===== config.mk =====
export PLATFORM = sky130hd
export DESIGN_NAME = uart_host_ctrl
export DESIGN_NICKNAME = d
export VERILOG_FILES = /design/src/rtl/uart_host_pkg.sv /design/src/rtl/uart_tx_sched.sv /design/src/rtl/uart_host_ctrl.sv
export SDC_FILE = /design/constraint.sdc
export NUM_CORES = 2
export LEC_CHECK = 0
export CORE_MARGIN = 1
export CORE_UTILIZATION = 49
export CTS_CLUSTER_DIAMETER = 50
export DETAILED_ROUTE_END_ITERATION = 8
export PLACE_DENSITY = 0.76
export SLEW_MARGIN = 30
export SYNTH_ARGS = -nofsm -noshare
export SYNTH_HDL_FRONTEND = slang
export SYNTH_HIERARCHICAL = 1
export SYNTH_SLANG_ARGS = --single-unit

===== constraint.sdc =====
create_clock -name clock -period 2.1 [get_ports clock]
set_input_delay 0.42 -clock clock [delete_from_list [all_inputs] [get_ports clock]]
set_output_delay 0.42 -clock clock [all_outputs]
set_load 0.05 [all_outputs]

===== src/rtl/uart_host_pkg.sv =====
// Shared types and defaults for the host UART controller: TX state encoding,
// protocol bytes and header geometry.
package uart_host_pkg;

    localparam int HEADER_W         = 640;
    localparam int HEADER_BYTES_DEF = HEADER_W / 8;

    localparam logic [7:0] ACK_BYTE_DEF  = 8'hA5;
    localparam logic [7:0] NONCE_TAG_DEF = 8'h4E;

    typedef enum logic [1:0] {
        TX_IDLE,
        TX_LOAD,
        TX_WAIT_HI,
        TX_WAIT_LO
    } tx_state_e;

    // Byte idx of a nonce report: the tag first, then the nonce big-endian.
    function automatic logic [7:0] nonce_byte(input logic [31:0] nonce,
                                              input logic [2:0]  idx,
                                              input logic [7:0]  tag);
        logic [7:0] b;
        case (idx)
            3'd0:    b = tag;
            3'd1:    b = nonce[31:24];
            3'd2:    b = nonce[23:16];
            3'd3:    b = nonce[15:8];
            3'd4:    b = nonce[7:0];
            default: b = 8'h00;
        endcase
        return b;
    endfunction

endpackage


===== src/rtl/uart_tx_sched.sv =====
// Shares the single UART transmitter between the header acknowledge and the
// found-nonce report; a started sequence always runs to completion.
module uart_tx_sched
    import uart_host_pkg::*;
#(
    parameter logic [7:0] ACK_BYTE  = ACK_BYTE_DEF,
    parameter logic [7:0] NONCE_TAG = NONCE_TAG_DEF
) (
    input  logic        clock,
    input  logic        reset,
    input  logic        ack_req_i,
    input  logic [31:0] nonce_i,
    input  logic        nonce_valid_i,
    output logic        nonce_ready_o,
    input  logic        tx_busy_i,
    output logic        tx_wr_en_o,
    output logic [7:0]  tx_din_o
);

    tx_state_e   state_q, state_d;
    logic [2:0]  idx_q, idx_d;
    logic [1:0]  guard_q, guard_d;
    logic        sel_nonce_q, sel_nonce_d;
    logic [7:0]  din_q, din_d;
    logic        ack_pend_q, nonce_pend_q;
    logic [31:0] nonce_q;
    logic        seq_done;
    logic        accept;

    assign nonce_ready_o = ~nonce_pend_q & ~reset;
    assign accept        = nonce_valid_i & nonce_ready_o;
    assign tx_din_o      = din_q;

    // tx_din is registered on entry to TX_LOAD so it is stable with wr_en.
    always_comb begin
        state_d     = state_q;
        idx_d       = idx_q;
        guard_d     = guard_q;
        sel_nonce_d = sel_nonce_q;
        din_d       = din_q;
        tx_wr_en_o  = 1'b0;
        seq_done    = 1'b0;
        case (state_q)
            TX_IDLE: begin
                if (nonce_pend_q) begin
                    sel_nonce_d = 1'b1;
                    idx_d       = 3'd0;
                    din_d       = NONCE_TAG;
                    state_d     = TX_LOAD;
                end else if (ack_pend_q) begin
                    sel_nonce_d = 1'b0;
                    idx_d       = 3'd0;
                    din_d       = ACK_BYTE;
                    state_d     = TX_LOAD;
                end
            end
            TX_LOAD: begin
                if (!tx_busy_i && !reset) begin
                    tx_wr_en_o = 1'b1;
                    guard_d    = 2'd0;
                    state_d    = TX_WAIT_HI;
                end
            end
            TX_WAIT_HI: begin
                if (tx_busy_i || guard_q == 2'd3) begin
                    state_d = TX_WAIT_LO;
                end else begin
                    guard_d = guard_q + 2'd1;
                end
            end
            TX_WAIT_LO: begin
                if (!tx_busy_i) begin
                    if (sel_nonce_q && idx_q != 3'd4) begin
                        idx_d   = idx_q + 3'd1;
                        din_d   = nonce_byte(nonce_q, idx_q + 3'd1, NONCE_TAG);
                        state_d = TX_LOAD;
                    end else begin
                        seq_done = 1'b1;
                        state_d  = TX_IDLE;
                    end
                end
            end
            default: state_d = TX_IDLE;
        endcase
    end

    always_ff @(posedge clock) begin
        if (reset) begin
            state_q      <= TX_IDLE;
            idx_q        <= 3'd0;
            guard_q      <= 2'd0;
            sel_nonce_q  <= 1'b0;
            din_q        <= 8'h00;
            ack_pend_q   <= 1'b0;
            nonce_pend_q <= 1'b0;
            nonce_q      <= 32'h0;
        end else begin
            state_q     <= state_d;
            idx_q       <= idx_d;
            guard_q     <= guard_d;
            sel_nonce_q <= sel_nonce_d;
            din_q       <= din_d;
            if (accept) begin
                nonce_q      <= nonce_i;
                nonce_pend_q <= 1'b1;
            end else if (seq_done && sel_nonce_q) begin
                nonce_pend_q <= 1'b0;
            end
            // A new header completion wins over clearing, so acks coalesce.
            if (ack_req_i) begin
                ack_pend_q <= 1'b1;
            end else if (seq_done && !sel_nonce_q) begin
                ack_pend_q <= 1'b0;
            end
        end
    end

endmodule


===== src/rtl/uart_host_ctrl.sv =====
// Host-side UART sequencer: assembles received bytes into the block header for
// the hasher and feeds acknowledges and nonce reports to the transmitter.
module uart_host_ctrl
    import uart_host_pkg::*;
#(
    parameter int         HEADER_BYTES = HEADER_BYTES_DEF,
    parameter int         RX_TIMEOUT   = 1000000,
    parameter logic [7:0] ACK_BYTE     = ACK_BYTE_DEF,
    parameter logic [7:0] NONCE_TAG    = NONCE_TAG_DEF
) (
    input  logic                      clock,
    input  logic                      reset,
    input  logic                      rx_rdy,
    input  logic [7:0]                rx_data,
    output logic                      rx_rdy_clr,
    input  logic                      tx_busy,
    output logic                      tx_wr_en,
    output logic [7:0]                tx_din,
    output logic [8*HEADER_BYTES-1:0] header_data,
    output logic                      header_valid,
    input  logic [31:0]               nonce_in,
    input  logic                      nonce_valid,
    output logic                      nonce_ready,
    output logic [15:0]               rx_err_count
);

    localparam int HW = 8 * HEADER_BYTES;
    localparam int CW = $clog2(HEADER_BYTES);
    localparam logic [CW-1:0] LAST_IDX = CW'(HEADER_BYTES - 1);

    logic [CW-1:0] cnt_q;
    logic [31:0]   idle_q;
    logic [HW-1:0] shadow_q, shadow_d;
    logic [HW-1:0] header_q;
    logic          clr_q;
    logic          valid_q;
    logic [15:0]   err_q;
    logic          capture;

    assign capture  = rx_rdy & ~clr_q;
    assign shadow_d = {shadow_q[HW-9:0], rx_data};

    assign rx_rdy_clr   = clr_q;
    assign header_data  = header_q;
    assign header_valid = valid_q;
    assign rx_err_count = err_q;

    // The completing byte is folded in directly so the header loads in one shot.
    always_ff @(posedge clock) begin
        if (reset) begin
            cnt_q    <= '0;
            idle_q   <= 32'd0;
            shadow_q <= '0;
            header_q <= '0;
            clr_q    <= 1'b0;
            valid_q  <= 1'b0;
            err_q    <= 16'h0000;
        end else begin
            clr_q   <= capture;
            valid_q <= 1'b0;
            if (capture) begin
                shadow_q <= shadow_d;
                idle_q   <= 32'd0;
                if (cnt_q == LAST_IDX) begin
                    cnt_q    <= '0;
                    header_q <= shadow_d;
                    valid_q  <= 1'b1;
                end else begin
                    cnt_q <= cnt_q + 1'b1;
                end
            end else if (cnt_q != '0) begin
                if (idle_q >= 32'(RX_TIMEOUT)) begin
                    cnt_q  <= '0;
                    idle_q <= 32'd0;
                    if (err_q != 16'hFFFF) begin
                        err_q <= err_q + 16'd1;
                    end
                end else begin
                    idle_q <= idle_q + 32'd1;
                end
            end else begin
                idle_q <= 32'd0;
            end
        end
    end

    uart_tx_sched #(
        .ACK_BYTE  (ACK_BYTE),
        .NONCE_TAG (NONCE_TAG)
    ) u_tx_sched (
        .clock         (clock),
        .reset         (reset),
        .ack_req_i     (valid_q),
        .nonce_i       (nonce_in),
        .nonce_valid_i (nonce_valid),
        .nonce_ready_o (nonce_ready),
        .tx_busy_i     (tx_busy),
        .tx_wr_en_o    (tx_wr_en),
        .tx_din_o      (tx_din)
    );

endmodule

[After elaboration in Yosys (flattened, before gate mapping)]
Cells that the tools add are included.
Operators by class
  add/subtract/negate cells: 5
  $lt $le $gt $ge: 1
  equality and inequality tests: 17
  multiplexer cells: 37
  bitwise operators: 8
  reductions and logical operators: 27
Operator list (number)
  $pmux 8 s5: 1
  $add 32x1->32 const B: 1
  $ge 32x20->1 const B: 1
  $mux 8: 4
  $mux 7: 4
  $add 16x1->16 const B: 1
  $ne 16x16->1 const B: 1
  $pmux 8 s2: 1
  $mux 2: 7
  $reduce_bool 2->1: 7
  $mux 1: 13
  $mux 3: 4
  $reduce_and 4->1: 3
  $pmux 2 s4: 1
  $add 7x1->7 const B: 1
  $eq 7x7->1 const B: 1
  $reduce_bool 7->1: 1
  $eq 2x2->1 const B: 3
  $eq 3x2->1 const B: 2
  $ne 2x1->1 const B: 3
  $pmux 3 s2: 1
  $reduce_and 2->1: 3
  $not 1->1: 5
  $logic_and 1x1->1: 4
  other kinds (17): 22
Storage, ports and cells
  bits in registers: 1379
  input bits: 45
  output and inout port bits: 668
  logic and storage cells: 110

[Depth between registers and ports, before layout]
  depth in word-level cells: 8
  mapped depth: 9
  depth with buffers taken out: 7

[By module]
Netlist, hierarchy kept.
By module, submodules not included
  uart_host_ctrl: instances 1, cells an instance 5795, area each 45596.2 um^2
  uart_tx_sched: instances 1, cells an instance 286, area each 2432.3 um^2

[Worst setup path after synthesis]
Ideal clock, no wire load.
  path type: input to output
  start: in reset
  end: out tx_wr_en
  arrival time: 2.219 ns
  required time: 1.680 ns
  setup slack: -0.539 ns
  stages on the path: 4
  buffers on the path: 3
  cell sequence: clkbuf_1 -> buf_1 -> clkbuf_1 -> nor3b_1
Between the ends
  longest elaborated chain between the ends: 4
RTL lines
  from (decl): line uart_host_ctrl.sv:12  | input logic reset,
  $logic_not 1->1: line uart_tx_sched.sv:58  | if (!tx_busy_i && !reset) begin
  $logic_and 1x1->1: line uart_tx_sched.sv:58
  $mux 1: line uart_tx_sched.sv:58
  $mux 1: line uart_tx_sched.sv:43  | case (state_q)
  to (decl): line uart_host_ctrl.sv:17  | output logic tx_wr_en,
Every way passes these cells.

[Final worst setup path]
  start: reg u_tx_sched.state_q[1]
  end: out tx_wr_en
Between the ends
  longest elaborated chain between the ends: 2
RTL lines
  from (decl): line uart_tx_sched.sv:20  | tx_state_e state_q, state_d;
  from (signal assigned): line uart_tx_sched.sv:98  | state_q <= state_d;
  $eq 2x1->1: line uart_tx_sched.sv:43
  $mux 1: line uart_tx_sched.sv:43
Every way passes these cells.

==> qor.yml <==
clkTransAtPathRegs_ps: 60
first_iter_violations: 4248
worst_slack_ps: -34.9
power_leakage_nw: 21.8
cts_inserted_buffers: 143
worst-path-buf-inv: 2
max_cap_violations: 0
p_switching_mw: 11.9
final_antenna_net_count: 0
path_class: "reg -> out"
hpwlAfterDp_mm: 94.4
routedWlPerCell_um: 17.5
routed_wl_mm: 141
r2r_cells: 7
clock-sinks: 1379
pwr-share-comb_pct: 4.1
fp.dieH_um: 315
die_x_um: 315
critPathTopFamily: "flip-flops"
async_flop_share_pct: 0
rows: 114
fin_skew_ps: 34.0
slowest_stage: "dfxtp_4"
nFillCells: 8189
start_util_pct: 49.6
grt_max_degree: 160
min_period_ps: 2130
slowest_delay_ps: 350
cp-end-kind: "primary output"
worst_slew_pin_slew_ps: 738
finalSetupViolCount: 1
max-vdd-ir-drop_v: 0.000717
drc: 45
finalHoldViolations: 0
synth-seq-cells: 1379
cts_tree: "yes"
violations: "design-rule violations, negative setup slack"
holdWs_ps: 240
diodes: 0
worstPathRequired_ps: 1680
antenna_found_initial: 0
min_path_type: "in -> reg"
syn_area_per_cell_um2: 7.90
critical_path_depth: 4
layout_common_cells: "2601 x nand2_1, 1371 x dfxtp_1, 1293 x a21oi_1"
p_int_mw: 41.9
synth_edf_count: 0
ys_types: 62
status: "finished with violations"
synth_top_flop_cell: "dfxtp_1"
area_growth_pct: 28.2
cts_root_buffer: "clkbuf_16"
nets: 6726
fin_crit_sh_pct: 102
clock.fmax_ghz: 0.468
viasPerCell: 5.35
htree_levels: 4
syn_inst: 6081
io_buffers: 712
yosys_warnings: 6
grt_pass1_vias: 39600
path_cells: "inv_4 > ha_4 > nor3b_4 > buf_12"
hold_depth: 3
final_common_cell: "nand2_1"
track_usage_pct: 27.1
cts.path.max_buffers: 3
critPathArrivalTime_ps: 1710
vias: 43100
utilization_pct: 63.6
power_density_nw_per_um2: 874
p_clk_share_pct: 46.9
power.total_mw: 53.8
drt_pre_antenna_iters: 9
rsz0062_at_grt: "true"
synth_area_um2: 48000
gp_congestion: 0.866
clk_latency_ps: 750
io_pins: 713
cp_max_fo: 3
pwr-share-seq_pct: 49.1
place_ws_ps: -515
max_slew_margin_pct: 50.8
grt-ovfl-total: 0
grt_pass1_wl_mm: 215
swShare_pct: 22.2
fp.dieArea_um2: 99300
start_kind: "flop"
yosysSeqAreaShare_pct: 57.5
drv_slew: 0
drive_gt1_share_pct: 10.6
coreArea_um2: 96900
-- final cells by class --
cell class	count	area [um^2]	area share [%]
multi-input combinational	4235	18600	30.3
clock inverter	41	502	0.815
inverter	20	77.6	0.126
tap	1276	1600	2.59
clock buffer	212	4200	6.82
sequential	1379	27600	44.8
timing repair buffer	886	8960	14.6
-- kinds of logic (layout without fill, tap and decap cells) --
| group | count (synthesis) | in the layout | synth area share [%] |
|---|---|---|---|
| buffers and inverters | 478 | 1159 | 4.03 |
| AOI/OAI and AO/OA | 1388 | 1388 | 14.9 |
| muxes | 8 | 8 | 0.182 |
| adders and majority gates | 16 | 16 | 0.417 |
| and+or+nand+nor | 2791 | 2791 | 22.6 |
| xor gates and xnor gates | 20 | 20 | 0.365 |
| DFF | 1379 | 1379 | 57.5 |
| other | 1 | 12 | 0.00781 |
-- worst min-delay path, stage by stage --
cell	delay, ps
clkdlybuf4s50_1	400
nand2_1	50
o21ai_0	70
-- per-layer routing --
metal | GRT usage (%) | share of wire, % | vias to the layer above
li1 | - | - | 20900
met1 | 34.8 | 41 | 20400
met2 | 42.8 | 46 | 1476
met3 | 5.00 | 7.0 | 349
met4 | 15.3 | 5.6 | 0
met5 | 0 | 0 | -
-- cell usage after synthesis (5+ instances only) --
| cell type | number | area (um^2) |
|---|---|---|
| a21oi_1 | 1295 | 6480 |
| a221oi_2 | 7 | 105 |
| a222oi_1 | 8 | 80.1 |
| and3_1 | 10 | 62.6 |
| buf_1 | 9 | 33.8 |
| buf_2 | 99 | 495 |
| clkbuf_1 | 347 | 1300 |
| dfxtp_1 | 1379 | 27600 |
| ha_1 | 16 | 200 |
| inv_1 | 20 | 75.1 |
| mux2_2 | 6 | 67.6 |
| nand2_1 | 2601 | 9760 |
| nand2b_1 | 35 | 219 |
| nand3_1 | 21 | 105 |
| nand4_1 | 5 | 31.3 |
| nor2_1 | 57 | 214 |
| nor2b_1 | 11 | 68.8 |
| nor3_1 | 6 | 30.0 |
| nor4_1 | 12 | 75.1 |
| o21ai_0 | 43 | 215 |
| o31ai_1 | 7 | 52.6 |
| or4_1 | 6 | 45.0 |
| xnor2_1 | 10 | 87.6 |
| xor2_1 | 10 | 87.6 |
-- repair_timing --
item | 4_1_cts | 5_1_grt
pin swaps | 1 | 5
hold buffers | 1 | 0
gates cloned | 0 | 2
setup buffers | 2 | 5
resized for setup | 1161 | 54
setup endpoints to repair | 641 | 134
hold endpoints to repair | 4 | 0
-- metrics by stage --
step,setup TNS [ps],cell area [um^2],instances
2_1_floorplan,-60.9,48100,6092
3_3_place_gp,-389420,56800,7786
3_5_place_dp,-453030,56800,7786
4_1_cts,-73.0,61500,8042
5_1_grt,-324,61600,8049
6_report,-34.9,61600,8049
-- power by group through the flow --
stage	combinational (mW)	clock, mW	sequential (mW)
6_report	2.19	25.2	26.4
3_3_place_gp	2.06	0	27.0
3_5_place_dp	2.09	0	27.0
5_1_grt	2.35	26.6	26.4
4_1_cts	2.14	25.5	26.4
2_1_floorplan	1.23	0	27.1
-- sequential cells by signal, indices dropped and copies added (netlist names) --
signal                   count
cnt_q                        7
u_tx_sched/tx_din_o          8
idle_q                      32
u_tx_sched/ack_pend_q        1
u_tx_sched/guard_q           2
shadow_q                   632
header_data                640
rx_rdy_clr                   1
u_tx_sched/nonce_pend_q      1
rx_err_count                16
u_tx_sched/idx_q             3
u_tx_sched/nonce_q          32
u_tx_sched/state_q           2
u_tx_sched/sel_nonce_q       1
header_valid                 1
-- final timing paths --
| check | from | endpoint | slack (ps) |
|---|---|---|---|
| worst max-delay path | u_tx_sched/state_q[1]$_SDFFE_PP0P_ | tx_wr_en | -30 |
| worst min-delay path | nonce_in[16] | u_tx_sched/nonce_q[16]$_SDFFE_PP0P_ | 240 |
| worst max register to register | u_tx_sched/state_q[1]$_SDFFE_PP0P_ | u_tx_sched/tx_din_o[2]$_SDFFE_PP0P_ | 50 |
| worst min register to register | shadow_q[255]$_SDFFE_PP0P_ | header_data[263]$_SDFFE_PP0P_ | 440 |
(Power assumes the default switching activity.)
